--- src/rtl/tm1640_frame_ctrl_pkg.sv ---
// Shared constants, state encoding and frame byte table for the TM1640 frame controller.
package tm1640_frame_ctrl_pkg;

    localparam logic [7:0]  CMD_DATA_AUTO = 8'h40;
    localparam logic [7:0]  CMD_ADDR0     = 8'hC0;
    localparam logic [7:0]  CMD_DISP      = 8'h80;
    localparam int unsigned DISP_ON_BIT   = 3;
    localparam int unsigned FRAME_LEN     = 19;

    typedef enum logic [2:0] {
        IDLE,
        LATCH,
        WAIT_HI,
        XFER,
        DONE
    } state_t;

    typedef struct packed {
        logic       stop;
        logic [7:0] data;
    } frame_byte_t;

    // Byte and stop flag for frame position idx; positions past the frame yield zero.
    function automatic frame_byte_t frame_byte(
        input logic [4:0]   idx,
        input logic [127:0] seg,
        input logic [2:0]   bright,
        input logic         disp_on
    );
        frame_byte_t fb;
        logic [3:0]  grid;
        fb   = '0;
        grid = idx[3:0] - 4'd2;
        case (idx)
            5'd0: begin
                fb.stop = 1'b1;
                fb.data = CMD_DATA_AUTO;
            end
            5'd1: fb.data = CMD_ADDR0;
            5'd18: begin
                fb.stop              = 1'b1;
                fb.data              = CMD_DISP;
                fb.data[DISP_ON_BIT] = disp_on;
                fb.data[2:0]         = bright;
            end
            default: begin
                if (idx >= 5'd2 && idx <= 5'd17) begin
                    fb.data = seg[{grid, 3'b000} +: 8];
                    fb.stop = (idx == 5'd17);
                end
            end
        endcase
        return fb;
    endfunction

endpackage

--- src/rtl/tm1640_frame_ctrl.sv ---
// Sequences one 19-byte TM1640 display frame into a byte serializer per refresh request.
module tm1640_frame_ctrl
    import tm1640_frame_ctrl_pkg::*;
#(
    parameter int unsigned REFRESH_DIV = 0
) (
    input  logic         clk,
    input  logic         rst,
    input  logic         refresh,
    input  logic [127:0] seg_data,
    input  logic [2:0]   brightness,
    input  logic         disp_on,
    input  logic         busy,
    output logic         data_latch,
    output logic [7:0]   data_in,
    output logic         data_stop_bit,
    output logic         frame_busy,
    output logic         frame_done
);

    state_t       state, state_nxt;
    logic [4:0]   idx;
    logic [127:0] snap_seg;
    logic [2:0]   snap_bright;
    logic         snap_on;
    logic         wire_stop;
    logic         busy_q;
    logic         pending;
    logic         tick;
    logic         start;
    logic         busy_fall;
    logic         advance;
    frame_byte_t  cur;

    generate
        if (REFRESH_DIV == 0) begin : g_no_auto
            assign tick = 1'b0;
        end else begin : g_auto
            logic [31:0] refresh_cnt;
            always_ff @(posedge clk or negedge rst) begin
                if (!rst)
                    refresh_cnt <= '0;
                else if (refresh_cnt == REFRESH_DIV - 1)
                    refresh_cnt <= '0;
                else
                    refresh_cnt <= refresh_cnt + 32'd1;
            end
            assign tick = (refresh_cnt == REFRESH_DIV - 1);
        end
    endgenerate

    assign start     = (state == IDLE) && pending;
    assign busy_fall = busy_q && !busy;
    // Chained bytes are pulled in by the serializer itself, so only the index moves.
    assign advance   = (state == LATCH) || (state == XFER && busy_fall && !wire_stop);
    assign cur       = frame_byte(idx, snap_seg, snap_bright, snap_on);

    always_ff @(posedge clk or negedge rst) begin
        if (!rst) state <= IDLE;
        else      state <= state_nxt;
    end

    always_comb begin
        state_nxt = state;
        case (state)
            IDLE:    if (pending) state_nxt = LATCH;
            LATCH:   state_nxt = WAIT_HI;
            WAIT_HI: if (busy) state_nxt = XFER;
            XFER: begin
                if (busy_fall && wire_stop)
                    state_nxt = (idx == 5'(FRAME_LEN)) ? DONE : LATCH;
            end
            DONE:    state_nxt = IDLE;
            default: state_nxt = IDLE;
        endcase
    end

    always_ff @(posedge clk or negedge rst) begin
        if (!rst) begin
            idx         <= '0;
            snap_seg    <= '0;
            snap_bright <= '0;
            snap_on     <= 1'b0;
            wire_stop   <= 1'b0;
            busy_q      <= 1'b0;
            pending     <= 1'b0;
        end else begin
            busy_q <= busy;
            if (start)
                pending <= 1'b0;
            else if (refresh || tick)
                pending <= 1'b1;
            if (start) begin
                snap_seg    <= seg_data;
                snap_bright <= brightness;
                snap_on     <= disp_on;
                idx         <= '0;
            end else if (advance) begin
                wire_stop <= cur.stop;
                idx       <= idx + 5'd1;
            end
        end
    end

    // Byte outputs are gated to zero outside a frame so reset and idle present 0x00.
    always_comb begin
        data_latch    = (state == LATCH);
        frame_done    = (state == DONE);
        frame_busy    = (state != IDLE);
        data_in       = (state != IDLE) ? cur.data : '0;
        data_stop_bit = (state != IDLE) ? cur.stop : 1'b0;
    end

endmodule

--- config.mk ---
export PLATFORM = sky130hd
export DESIGN_NAME = tm1640_frame_ctrl
export DESIGN_NICKNAME = d
export VERILOG_FILES = /design/src/rtl/tm1640_frame_ctrl_pkg.sv /design/src/rtl/tm1640_frame_ctrl.sv
export SDC_FILE = /design/constraint.sdc
export NUM_CORES = 1
export LEC_CHECK = 0
export ABC_AREA = 1
export CAP_MARGIN = 30
export CORE_MARGIN = 2
export CORE_UTILIZATION = 52
export CTS_CLUSTER_SIZE = 25
export DETAILED_ROUTE_END_ITERATION = 10
export PLACE_DENSITY = 0.82
export REMOVE_ABC_BUFFERS = 1
export SYNTH_ARGS = -nofsm -noshare
export SYNTH_HDL_FRONTEND = slang
export SYNTH_SLANG_ARGS = --single-unit
--- constraint.sdc ---
create_clock -name clk -period 2.4 [get_ports clk]
set_clock_uncertainty 0.1 [all_clocks]
set_input_delay 0.24 -clock clk [delete_from_list [all_inputs] [get_ports clk]]
set_output_delay 0.24 -clock clk [all_outputs]
set_load 0.01 [all_outputs]
==> impl_metrics.toml <==
[run_status]
status = "finished with violations"
violations = "negative setup slack"

[timing]
final-hold-violation-count = 0
setup_viol = 8
maxSlewViolCount = 0
fin_hold_ws_ns = 0.234
worstMarginPinSlew_ns = 0.709
min_period_ns = 2.50
rsz0062_at_grt = "yes"
fin_ws_ns = -0.104
fin_crit_sh = 1.04
max_freq_ghz = 0.399
slew_headroom = 0.527

[power]
power.leakage_nw = 4.87
power_mw = 13.4
pwr_density_cell_nw_per_um2 = 1400
ir_worst_vdd_v = 0.000674

[route]
drcViolationCount = 0
dr.first_iter.drc_count = 536
ant_nets = 0
vias = 6723
viasPerCell = 5.16
first_pass_iters = 5
wire_per_inst_um = 14.7
wl_um = 19100

[synthesis]
synth_commonest_cells = "nand2_1, dfrtp_1, nand3_1"
synth-edff-count = 0
synthCells = 959
ys_async_sr_fraction = 1.00
synthTopCellsByArea = "dfrtp_1, nand2_1, nand3_1"
syn_area_sq_um = 7160
avgSynthCellArea_sq_um = 7.47
synthFlopType = "dfrtp_1"
yosysMostFrequentCell = "nand2_1"
synth_top_area_cell = "dfrtp_1"
yosysSeqAreaShare = 0.500
synth_seq_cells = 143
netlist.area_leader.share = 0.500
synth.distinct_cells = 25
yosys_warnings = 0

[global_routing]
antenna_found_initial = 0
grtUsageTotal = 0.276
grt_start_max_net_pins = 84
grt_pass1_wl_um = 31800
overflow = 0
grt_pass1_vias = 6619

[cts]
cts_sinks = 143
htree_levels = 4
clk_latency_ns = 0.42
path_clk_slew_ns = 0.06
cts_max_path_buffers = 2
cts_tree = "built"
cts_buffers = 17
root_buffer = "clkbuf_16"

[setup_path]
arrival_ns = 2.16
worstPathCellList = "inv_4 -> buf_6 -> ha_4 -> nand2_4 -> buf_6 -> o211ai_4 -> buf_6 -> nand3_1 -> a21oi_2 -> buf_2"
cp-end-kind = "output pin"
crit_slowest_cell = "dfrtp_2"
required_ns = 2.06
slowest_delay_ns = 0.44
crit_path_start_kind = "register"
path_class = "register to output pin"
crit_path_frequent_cell = "buf_6"
worst-path-max-fanout = 7

[finish]
design_area_sq_um = 9610
fin_cells = 1303
drive_above_1_share = 0.114
n_antenna_cell = 0
fin_nets = 1258
fillers = 1024
syn2layout_area_growth_pct = 34.1

[run]
cap_violations = 0

[die]
num_rows = 42
chipHeight_um = 121
core_area_sq_um = 13300
start_util = 0.537
num_io_pins = 148
die_area_sq_um = 14700
chipWidth_um = 121

[placement]
portBuffers = 147
dpl.cell_count = 1256
dp_hpwl_um = 12300
post_dp_cell_area_sq_um = 8750
gp_congestion = 0.876

[min_path]
min_path_type = "input pin to register"
-- where the power goes --
part | total, mW | internal [mW] | switching [mW]
clock network | 2.48 | 1.52 | 0.957
registers | 4.25 | 3.58 | 0.671
logic | 6.72 | 2.70 | 4.02
total | 13.4 | 7.80 | 5.65
-- registers in the layout, indices dropped and copies added, names as in the netlist --
name and cells:
snap_seg 128, idx 5, busy_q 1, pending 1, snap_bright 3, wire_stop 1, state 3, snap_on 1
-- stage by stage --
step                worst slack [ns]   util  TNS (ns)
global placement              -0.141  0.656    -0.754
detailed placement            -0.198  0.656     -1.27
floorplan                      -1.49      -   -199.72
finish                        -0.104  0.720    -0.618
CTS                          -0.0781  0.717    -0.354
global route                  -0.186  0.720     -1.36
-- final cells by class --
cell class	count	area, sq um	share of cell area
sequential	143	3580	0.373
tap	176	220	0.0229
timing repair buffer	192	1920	0.200
multi-input combinational	739	3240	0.337
clock buffer	25	495	0.0516
clock inverter	6	57.6	0.00599
inverter	22	92.6	0.00964
-- cells by family (layout without fill, tap and decap cells) --
| logic type | Yosys count | count (layout) | synth area share |
|---|---|---|---|
| XOR/XNOR | 1 | 1 | 0.00122 |
| AND/OR/NAND/NOR | 713 | 713 | 0.403 |
| AO/OA/AOI/OAI | 18 | 18 | 0.0152 |
| flip-flops | 143 | 143 | 0.500 |
| buffers and inverters | 77 | 245 | 0.0683 |
| adder cells (fa/ha/maj) | 7 | 7 | 0.0122 |
-- cell usage in the layout (no fill, tap or decap), types with 6 or more instances in the layout --
cell type,n
nor2_1,11
nand2_1,559
dfrtp_1,141
buf_12,9
clkbuf_16,17
nand3_2,10
buf_2,8
a21oi_2,6
buf_4,26
clkdlybuf4s50_1,137
nand3_1,111
buf_6,9
inv_1,13
nor2_4,6
-- per-layer routing --
metal	routed length (um)	global-route usage	share of wire	up-vias
met5	0	0	0	-
met4	468	0.103	0.024	0
met3	1250	0.0639	0.065	41
met2	9200	0.447	0.48	241
met1	8200	0.365	0.43	3140
li1	-	-	-	3301
-- worst paths after layout --
check                                      to  slack (ns)    startpoint  cells past startpoint
worst max-delay path               data_in[6]       -0.10        idx[1]                     10
worst min-delay path                   busy_q        0.23          busy                      1
worst max register to register   snap_seg[25]        0.42      state[0]                      7
worst min register to register   snap_seg[54]        0.37  snap_seg[54]                      2
max in group asynchronous       snap_seg[113]        1.20           rst                      3
min in group asynchronous         snap_seg[7]        0.26           rst                      2
-- worst max-delay path, delay by kind of cell, from the launching register on --
| family | cells | cell delay [ns] |
|---|---|---|
| fa+ha+maj | 1 | 0.14 |
| flops | 1 | 0.44 |
| buf+inv | 5 | 0.63 |
| simple gates | 2 | 0.16 |
| compound gates | 2 | 0.37 |
-- repair_timing --
item                       4_1_cts  5_1_grt
setup endpoints to repair        9        9
gates resized for setup         74        6
gates cloned                     0        0
hold buffers                     1        0
hold endpoints to repair        52        0
buffers inserted                14        1
pin swaps                       14       13
No activity file was read; power rests on OpenSTA's default activity.
